### src/rtl/pool_stream_ctrl.sv
// Frame sequencer for one pooling_layer: gates its clk_en per accepted pixel and buffers pooled outputs.
// Define POOL_CTRL_PERF_EN to add the stall/frame cycle counters and the sticky overflow output.
module pool_stream_ctrl #(
  parameter int CHANNELS    = 5,
  parameter int I_WIDTH     = 16,
  parameter int IMAGE_SIZE  = 15,
  parameter int FILTER_SIZE = 2,
  parameter int STRIDE      = 2,
  parameter int FIFO_DEPTH  = 4
) (
  input  logic                         clk,
  input  logic                         rst_n,
  input  logic                         start,
  input  logic [CHANNELS*I_WIDTH-1:0]  in_data,
  input  logic                         in_valid,
  output logic                         in_ready,
  output logic                         pool_clk_en,
  output logic [CHANNELS*I_WIDTH-1:0]  pool_in_data,
  input  logic [CHANNELS*I_WIDTH-1:0]  pool_data,
  input  logic                         pool_valid,
  output logic [CHANNELS*I_WIDTH-1:0]  out_data,
  output logic                         out_valid,
  input  logic                         out_ready,
  output logic                         out_last,
  output logic                         busy,
  output logic                         done
`ifdef POOL_CTRL_PERF_EN
  ,
  output logic [31:0]                  stall_cycles,
  output logic [31:0]                  frame_cycles,
  output logic                         overflow
`endif
);

  localparam int W        = CHANNELS * I_WIDTH;
  localparam int N_IN     = IMAGE_SIZE * IMAGE_SIZE;
  localparam int OUT_SIDE = (IMAGE_SIZE - FILTER_SIZE) / STRIDE + 1;
  localparam int N_OUT    = OUT_SIDE * OUT_SIDE;
  localparam int IN_CW    = $clog2(N_IN);
  localparam int OUT_CW   = $clog2(N_OUT + 1);
  localparam int PW       = $clog2(FIFO_DEPTH);
  localparam int CW       = PW + 1;

  typedef enum logic [1:0] {
    IDLE   = 2'd0,
    STREAM = 2'd1,
    DRAIN  = 2'd2,
    FINISH = 2'd3
  } state_t;

  state_t              state, state_nxt;
  logic [IN_CW-1:0]    in_cnt;
  logic [OUT_CW-1:0]   out_cnt;
  logic                cap_pending;
  logic                ovf;
  logic [W:0]          fifo_mem [FIFO_DEPTH];
  logic [PW-1:0]       wr_ptr, rd_ptr;
  logic [CW-1:0]       fifo_count;
  logic [CW:0]         occupancy;
  logic [W:0]          head;
  logic                frame_start, last_accept, capture, push, pop, fifo_empty, last_cap;

  // A capture already in flight reserves a FIFO slot, so in_ready never overcommits.
  assign occupancy   = {1'b0, fifo_count} + {{CW{1'b0}}, cap_pending};
  assign in_ready    = (state == STREAM) && (occupancy < (CW+1)'(FIFO_DEPTH));
  assign pool_clk_en = in_valid && in_ready;
  assign pool_in_data = in_data;

  assign frame_start = (state == IDLE) && start;
  assign last_accept = pool_clk_en && (in_cnt == IN_CW'(N_IN - 1));
  assign capture     = cap_pending && pool_valid;
  assign push        = capture && (out_cnt != OUT_CW'(N_OUT));
  assign last_cap    = (out_cnt == OUT_CW'(N_OUT - 1));
  assign fifo_empty  = (fifo_count == '0);
  assign pop         = out_valid && out_ready;

  assign head      = fifo_mem[rd_ptr];
  assign out_valid = !fifo_empty;
  assign out_data  = head[W-1:0];
  assign out_last  = out_valid && head[W];
  assign busy      = (state == STREAM) || (state == DRAIN);
  assign done      = (state == FINISH);

  always_ff @(posedge clk) begin
    if (!rst_n) state <= IDLE;
    else        state <= state_nxt;
  end

  always_comb begin
    state_nxt = state;
    unique case (state)
      IDLE:   if (start) state_nxt = STREAM;
      STREAM: if (last_accept) state_nxt = DRAIN;
      DRAIN:  if ((out_cnt == OUT_CW'(N_OUT)) && fifo_empty) state_nxt = FINISH;
      FINISH: state_nxt = IDLE;
      default: state_nxt = IDLE;
    endcase
  end

  // The layer answers one cycle after each clk_en pulse; only that cycle's pool_valid is trusted.
  always_ff @(posedge clk) begin
    if (!rst_n) begin
      in_cnt      <= '0;
      out_cnt     <= '0;
      cap_pending <= 1'b0;
      ovf         <= 1'b0;
    end else begin
      cap_pending <= pool_clk_en;
      if (frame_start) begin
        in_cnt  <= '0;
        out_cnt <= '0;
        ovf     <= 1'b0;
      end else begin
        if (pool_clk_en && !last_accept) in_cnt <= in_cnt + IN_CW'(1);
        if (push) out_cnt <= out_cnt + OUT_CW'(1);
        if (capture && !push) ovf <= 1'b1;
      end
    end
  end

  always_ff @(posedge clk) begin
    if (push) fifo_mem[wr_ptr] <= {last_cap, pool_data};
  end

  always_ff @(posedge clk) begin
    if (!rst_n) begin
      wr_ptr     <= '0;
      rd_ptr     <= '0;
      fifo_count <= '0;
    end else begin
      if (push) wr_ptr <= wr_ptr + PW'(1);
      if (pop)  rd_ptr <= rd_ptr + PW'(1);
      unique case ({push, pop})
        2'b10:   fifo_count <= fifo_count + CW'(1);
        2'b01:   fifo_count <= fifo_count - CW'(1);
        default: fifo_count <= fifo_count;
      endcase
    end
  end

`ifdef POOL_CTRL_PERF_EN
  always_ff @(posedge clk) begin
    if (!rst_n || frame_start) begin
      stall_cycles <= '0;
      frame_cycles <= '0;
    end else begin
      if ((state == STREAM) && in_valid && !in_ready && (stall_cycles != '1))
        stall_cycles <= stall_cycles + 32'd1;
      if ((state != IDLE) && (frame_cycles != '1))
        frame_cycles <= frame_cycles + 32'd1;
    end
  end

  assign overflow = ovf;
`endif

endmodule

### config.mk
export PLATFORM = sky130hd
export DESIGN_NAME = pool_stream_ctrl
export DESIGN_NICKNAME = d
export VERILOG_FILES = /design/src/rtl/pool_stream_ctrl.sv
export SDC_FILE = /design/constraint.sdc
export NUM_CORES = 1
export LEC_CHECK = 0
export CAP_MARGIN = 20
export CORE_UTILIZATION = 53
export CTS_CLUSTER_SIZE = 28
export DETAILED_ROUTE_END_ITERATION = 6
export PLACE_DENSITY = 0.84
export SLEW_MARGIN = 20
export SYNTH_ARGS = -nofsm -noshare
export SYNTH_HDL_FRONTEND = slang
export SYNTH_SLANG_ARGS = --single-unit
### constraint.sdc
create_clock -name clk -period 7.4 [get_ports clk]
set_clock_uncertainty 0.1 [all_clocks]
set_input_delay 1.48 -clock clk [delete_from_list [all_inputs] [get_ports clk]]
set_output_delay 1.48 -clock clk [all_outputs]
set_load 0.1 [all_outputs]
Word level (Yosys, flattened, before mapping)
Memories as Yosys holds them, arrays and structs flattened. A register that Yosys moved wholly into a read port is not among the register bits.
Cells that the tools add are included.
{"block": "op_classes", "n_addsub": 7, "bitwise_logic": 1, "mul": 0, "reduce_logical": 18, "order_cmp": 1, "n_mux": 9, "n_div": 0, "shifts": 0, "eq_ne": 12}
{"operator": "$eq A6 B6 Y1 const B", "n": 2}
{"operator": "$logic_and A1 B1 Y1", "n": 10}
{"operator": "$mux W2", "n": 5}
{"operator": "$add A8 B1 Y8 const B", "n": 1}
{"operator": "$eq A8 B8 Y1 const B", "n": 1}
{"operator": "$pmux W2 S4", "n": 1}
{"operator": "$add A6 B1 Y6 const B", "n": 1}
{"operator": "$eq A2 B2 Y1 const B", "n": 3}
{"operator": "$ne A6 B6 Y1 const B", "n": 1}
{"operator": "$pmux W3 S2", "n": 1}
{"operator": "$add A2 B1 Y2 const B", "n": 2}
{"operator": "$add A3 B1 Y4", "n": 1}
{"operator": "$eq A2 B1 Y1 const B", "n": 2}
{"operator": "$lt A4 B3 Y1 const B", "n": 1}
{"operator": "$ne A2 B2 Y1 const B", "n": 2}
{"operator": "$add A3 B1 Y3 const B", "n": 1}
{"operator": "$logic_not A3 Y1", "n": 1}
{"operator": "$reduce_and A3 Y1", "n": 1}
{"operator": "$sub A3 B1 Y3 const B", "n": 1}
{"operator": "$logic_not A1 Y1", "n": 2}
{"operator": "$logic_not A2 Y1", "n": 1}
{"operator": "$mux W1", "n": 2}
{"operator": "$ne A2 B1 Y1 const B", "n": 1}
{"operator": "$reduce_bool A2 Y1", "n": 1}
{"operator": "3 further kinds", "n": 3}
{"block": "totals", "elab_cells": 56, "rom_bits": 0, "mem_bits_rw": 324, "ff_bits": 24, "output_inout_bits": 166, "in_bits": 166, "latch_bits": 0, "n_memories": 1}
{"name": "fifo_mem", "words": 4, "width": 81, "rd": 1, "rd_clocked_by_memory_dff": 1, "wr": 1, "line_no": "56", "text": "logic [W:0] fifo_mem [FIFO_DEPTH];"}

Logic depth before layout (Yosys ltp)
Gate-level depths: netlist of the first run.
{"block": "depth", "word_depth": 7, "ltp_mapped": 11, "mapped_depth_nobuf": 10}

Worst setup path before layout of the first run
Ideal clock, no wire load.
{"block": "synth_timing", "path_type": "in2reg", "from": "input pool_valid", "to": "memory fifo_mem[0][0] (netlist bit), enable pin", "stages": 4, "path_buffers": 1, "t_arrival_ns": 3.873, "slack_ns": 2.979, "setup_ns": 0.449, "required_time_ns": 6.851, "path_cell_list": "nand2_1 > a21oi_1 > buf_2 > and2_1"}
{"block": "synth_via", "elab_chain_cells": 4}
{"item": "start: declaration", "line_no": "20", "text": "input logic pool_valid,"}
{"item": "$logic_and A1 B1 Y1", "line_no": "71", "text": "assign capture = cap_pending && pool_valid;"}
{"item": "$logic_and A1 B1 Y1", "line_no": "72", "text": "assign push = capture && (out_cnt != OUT_CW'(N_OUT));"}
{"item": "$mux W1", "line_no": "122", "text": "if (push) fifo_mem[wr_ptr] <= {last_cap, pool_data};"}
{"item": "$mux W1 (not written as such)", "line_no": "122"}
{"item": "end: declaration", "line_no": "56"}
No other way between the ends.

Worst setup path after layout of the first run
{"block": "layout_timing", "from": "input in_valid", "to": "output pool_clk_en"}
{"block": "layout_via", "elab_chain_cells": 1}
{"item": "start: declaration", "line_no": "15", "text": "input logic in_valid,"}
{"item": "$logic_and A1 B1 Y1", "line_no": "66", "text": "assign pool_clk_en = in_valid && in_ready;"}
{"item": "end: declaration", "line_no": "17", "text": "output logic pool_clk_en,"}
No other way between the ends.

==> impl_metrics.tcl, run 1 <==
set metrics [dict create \
    drt_iter0_drc 444 \
    status "finished clean" \
    io_pins 332 \
    power_w 0.004664 \
    area_delta_synth_final_pct 19.32 \
    period_minus_slack_ps 5169 \
    ys_ff_latch 350 \
    numCtsBuffers 36 \
    relSlewSlack_pct 27.49 \
    slew_viol_final 0 \
    hold_class "flop to flop" \
    die_area_sq_um 26390 \
    worstPathArrival_ps 3590 \
    worstMarginPinSlew_ps 1084 \
    drv_cap 0 \
    start_kind "primary input" \
    layout_commonest_cell "edfxtp_1" \
    cts_tree "built" \
    vias_per_cell 5.578 \
    finalSetupTns_ps 0 \
    syn-num-nets 842 \
    cts-resized-gates 0 \
    dp_hpwl_microns 16140 \
    grt_max_degree 59 \
    p_per_area_nw_per_um2 286.5 \
    synth_area_sq_um 13640 \
    rsz0062_at_grt "no" \
    num_rows 58 \
    r2r-end "fifo_mem[0][76]" \
    routed_wl_microns 25900 \
    synth_top_area_cell "edfxtp_1" \
    cts.path.max_buffers 3 \
    gr-usage-all-layers_pct 19.89 \
    timing.rr.start "out_cnt[3]" \
    leakagePower_nw 5.124 \
    insertion_delay_ps 500 \
    reg2reg_setup_slack_ps 4030 \
    fmax_mhz 193.5 \
    cp-end-kind "output pin" \
    critical_path.startpoint "in_valid" \
    clk_pin_slew_ps 60 \
    setup_viol 0 \
    ys_types 32 \
    cts_sinks 350 \
    cp.required_ps 5820 \
    yosys-top-cells-area "edfxtp_1, mux4_2, buf_4" \
    min_path_cells 2 \
    hold_violations 0 \
    drive_gt1_share_pct 18.38 \
    ys.warnings.count 0 \
    grt_pass1_wl_microns 39030 \
    syn_area_per_cell_sq_um 20.67 \
    holdPathEnd "in_cnt[1]" \
    place_congestion 0.7342 \
    grt_overflow_total 0 \
    r2r_cells 4 \
    drtPass1Iterations 5 \
    ant_nets 0 \
    coreArea_sq_um 25180 \
    final_nets 956 \
    numPortBuffers 171 \
    cts_root_buf "clkbuf_16" \
    crit_fanout 6 \
    antenna_found_initial 1 \
    post_cts_buffers 0 \
    syn_inst 660 \
    synth_top_area_share_pct 71.31 \
    htree_levels 2 \
    dieHeight_microns 162.5 \
    vias 6309 \
    final_cells 1131 \
    layout_common_cells "edfxtp_1, clkdlybuf4s50_1, mux4_2, clkbuf_16, dfxtp_1" \
    fp.dieW_microns 162.5 \
    yosysSeqAreaShare_pct 75.12 \
    finish.utilization_pct 64.65 \
    start_util_pct 54.18 \
    hold_start "in_cnt[1]" \
    vdd.ir_drop.worst_uv 301.5 \
    critPathKind "primary input to output pin" \
    post_drt_wl_per_cell_microns 22.90 \
    postCtsHoldBufs 0 \
    dpl.cell_count 1066 \
    grt_pass1_vias 6717 \
    period_share_pct 69.85 \
    drcViolationCount 0 \
]
-- cells in the mapped netlist (all sizes together) --
library cell  instances
mux4                 81
inv                  14
and4bb                1
nor2                 15
a21boi                1
nand4                 5
nor3                  3
mux2i                 2
xor2                  7
and2                 12
nand3b                1
or3                   2
and3b                 2
nand2b                1
edfxtp              324
o21ai                 4
a21oi                 4
a221oi                1
or4                   1
fa                    1
nor2b                 3
ha                   15
xnor2                10
and3                  1
dfxtp                26
nand2                15
nand3                 5
nor3b                 1
clkbuf               13
buf                  89
-- worst max-delay path by stage --
stage                                 to  slack, ps  cells after the start
after floorplan           fifo_mem[0][0]       2980                      4
after global placement       pool_clk_en       2250                      4
after detailed placement     pool_clk_en       2240                      4
after CTS                   out_data[65]       2120                      3
after global routing        out_data[65]       2010                      3
final                        pool_clk_en       2230                      4
-- cell families (layout without fill, tap and decap cells) --
kind of cell,after synthesis,in the layout,share of synthesized area (%)
AO/OA/AOI/OAI,10,10,0.5411
XOR/XNOR,17,17,1.091
adder cells (fa/ha/maj),16,16,1.522
buffers and inverters,116,256,5.475
flip-flops,350,350,75.12
multiplexers,83,83,13.52
other,0,1,0
AND/OR/NAND/NOR,68,68,2.733
-- critical path, stage by stage --
cell	delay (ps)
clkdlybuf4s50_1	450
and3b_2	230
and2_1	250
clkdlybuf4s50_1	1170
-- final cells by class --
| type | count | area, sq um |
|---|---|---|
| well taps | 330 | 412.9 |
| fillers | 1630 | 8901 |
| repair buffers | 178 | 1764 |
| diodes | 1 | 2.502 |
| clock inverters | 20 | 182.7 |
| flip-flops and latches | 350 | 10260 |
| clock buffers | 44 | 950.9 |
| inverters | 14 | 52.55 |
| multi-input cells | 194 | 2658 |
-- power by group --
part | leakage (nW) | switching [W] | total [W] | internal, W
clock | 0.557 | 0.000698 | 0.00172 | 0.00102
combinational | 1.45 | 0.000506 | 0.000727 | 0.000221
sequential | 3.12 | 0.0000285 | 0.00222 | 0.00219
-- flip-flops by register name (all words and copies together), names as in the netlist, named ones only --
name	flops
cap_pending	1
state	2
rd_ptr	2
out_cnt	6
fifo_mem	324
wr_ptr	2
in_cnt	8
fifo_count	3
-- per-layer routing --
layer | GRT usage, % | routed length, microns | part of all wire [%]
met1 | 25.03 | 9898 | 38
met2 | 33.55 | 13340 | 51
met3 | 5.017 | 1900 | 7.3
met4 | 7.118 | 763 | 2.9
met5 | 0 | 0 | 0
-- through the flow --
step / setup slack, ps / hold slack (ps) / instance area [sq um]
6_report: 2231 / 395.1 / 16280
5_1_grt: 2011 / 417.5 / 16280
4_1_cts: 2123 / 391.2 / 16280
3_5_place_dp: 2236 / 382.9 / 15140
3_3_place_gp: 2249 / 383.8 / 15140
2_1_floorplan: 2979 / 366.4 / 13640
Power figures use the tool's default switching activity.
==> run 2, diff against run 1 <==
Settings changed: CORE_UTILIZATION 53 to 45, PLACE_DENSITY 0.84 to 0.76.
Clock period 7.4 ns to 4.4 ns, I/O delays scaled along.
==> run 2 against run 1 <==
First-iteration DRC count up 5.9%. Non-clock buffer count up 9. Die area up 18%. Sequential share of layout area down 0.25 points. Cell area up 0.40%. Critical path type is now flop to output pin.
==> impl_metrics.tcl, run 2 (synthesis results as in run 1) <==
set metrics [dict create \
    fmax_mhz 287.9 \
    drcViolationCount 0 \
    hold_class "flop to flop" \
    fp.dieW_microns 176.1 \
    grt_max_degree 54 \
    cts_tree "built" \
    drive_gt1_share_pct 29.28 \
    rsz0062_at_grt "no" \
    internal_power_w 0.005867 \
    drtPass1Iterations 6 \
    antenna_found_initial 1 \
    multi_input_area_sq_um 2658 \
    p_per_area_nw_per_um2 484.3 \
    cts-resized-gates 0 \
    die_area_sq_um 31020 \
    vias_per_cell 5.214 \
    share_seq_of_total_power_pct 46.8 \
    period_share_pct 78.93 \
    vias 6236 \
    insertion_delay_ps 500 \
    largest_reg_flops 324 \
    post_drt_wl_per_cell_microns 20.56 \
    setup_viol 0 \
    area_delta_synth_final_pct 19.80 \
    cts.path.max_buffers 3 \
    htree_levels 2 \
    fillCellCount 2211 \
    place_congestion 0.7444 \
    grt_pass1_wl_microns 37820 \
    dieHeight_microns 176.1 \
    regArea_sq_um 10260 \
    worstPathArrival_ps 2490 \
    ant_nets 0 \
    top_register "fifo_mem" \
    routed_wl_microns 24590 \
    relSlewSlack_pct 34.94 \
    status "finished clean" \
    cp.required_ps 3420 \
    drv_cap 0 \
    numPortBuffers 171 \
    cts_root_buf "clkbuf_16" \
    layout_common_cells "edfxtp_1, buf_4, clkdlybuf4s50_1, mux4_2, clkbuf_16" \
    critPathKind "flop to output pin" \
    vdd.ir_drop.worst_uv 424.0 \
    reg2reg_setup_slack_ps 2000 \
    cts_sinks 350 \
    start_kind "flop" \
    share_comb_of_total_power_pct 15.5 \
    post-place-ws_ps 1279 \
    layout_commonest_cell "edfxtp_1" \
    period_minus_slack_ps 3473 \
    leakagePower_nw 5.274 \
    slew_viol_final 0 \
    gr-usage-all-layers_pct 16.20 \
    crit_fanout 4 \
    start_util_pct 45.91 \
    final_nets 964 \
    hold_violations 0 \
    postCtsHoldBufs 0 \
    post_cts_buffers 0 \
    finalSetupTns_ps 0 \
    p_clk_share_pct 37.7 \
    timing.final.ws_setup_ps 927.0 \
    worstMarginPinSlew_ps 972.9 \
    num_rows 63 \
    io_pins 332 \
    switching_share_pct 25.89 \
    grt_pass1_vias 6619 \
    clk_pin_slew_ps 60 \
    n_antenna_cell 0 \
    reg_top3 "fifo_mem: 324 flops, in_cnt: 8 flops, out_cnt: 6 flops" \
    drt_iter0_drc 470 \
    p_sw_w 0.002049 \
    grt_overflow_total 0 \
    numCtsBuffers 35 \
    cp-end-kind "output pin" \
    coreArea_sq_um 29720 \
    dp_hpwl_microns 15540 \
]
## run 2: cell count changes in the layout (fill, tap and decap cells not counted), sizes merged
cell / previous run / this run
buf: 7 / 98
bufinv: 3 / 5
clkbuf: 44 / 46
clkdlybuf4s50: 171 / 89
clkinv: 15 / 9
clkinvlp: 0 / 1
diode: 1 / 0
inv: 16 / 14
## run 2: final cells by class
class | instances | area share, %
clock buffer | 46 | 5.871
clock inverter | 15 | 1.248
inverter | 14 | 0.3215
multi-input combinational | 194 | 16.26
sequential | 350 | 62.75
tap | 390 | 2.985
timing repair buffer | 187 | 10.56
## run 2: routing by layer
metal	GRT usage (%)	vias to the layer above	routed length (microns)
met4	4.457	2	541
met2	26.48	246	12020
met5	0	-	11
met3	5.340	50	2392
met1	20.76	3162	9627
li1	-	2776	-
## run 2: worst paths after layout
check | from | to | cells after the start
setup reg to reg | out_cnt[3] | fifo_count[2] | 10
hold reg to reg | in_cnt[1] | in_cnt[1] | 2
setup / recovery | state[1] | in_ready | 4
hold / removal | in_cnt[1] | in_cnt[1] | 2
## run 2: metrics by stage
stage	power, W	instance area (sq um)	hold slack [ps]	cells	util, %
after detailed placement	0.005013	15180	388.4	1135	51.09
after global routing	0.008170	16350	438.2	1196	55.00
final	0.007916	16350	395.6	1196	55.00
after CTS	0.008004	16350	397.5	1196	55.00
after global placement	0.005003	15180	383.4	1135	51.09
after floorplan	0.005047	13640	366.4	660	-
## run 2: power groups by stage
stage / sequential [W] / combinational, W / clock, W
5_1_grt: 0.00371 / 0.00128 / 0.00318
2_1_floorplan: 0.00377 / 0.00127 / 0
4_1_cts: 0.00371 / 0.00124 / 0.00306
6_report: 0.00370 / 0.00123 / 0.00299
3_5_place_dp: 0.00378 / 0.00124 / 0
3_3_place_gp: 0.00377 / 0.00123 / 0
## run 2: worst max-delay path, stage by stage, from the launching register on
cell and delay, ps:
dfxtp_1 340, inv_1 110, ha_1 240, and3b_1 180
clkdlybuf4s50_1 1130
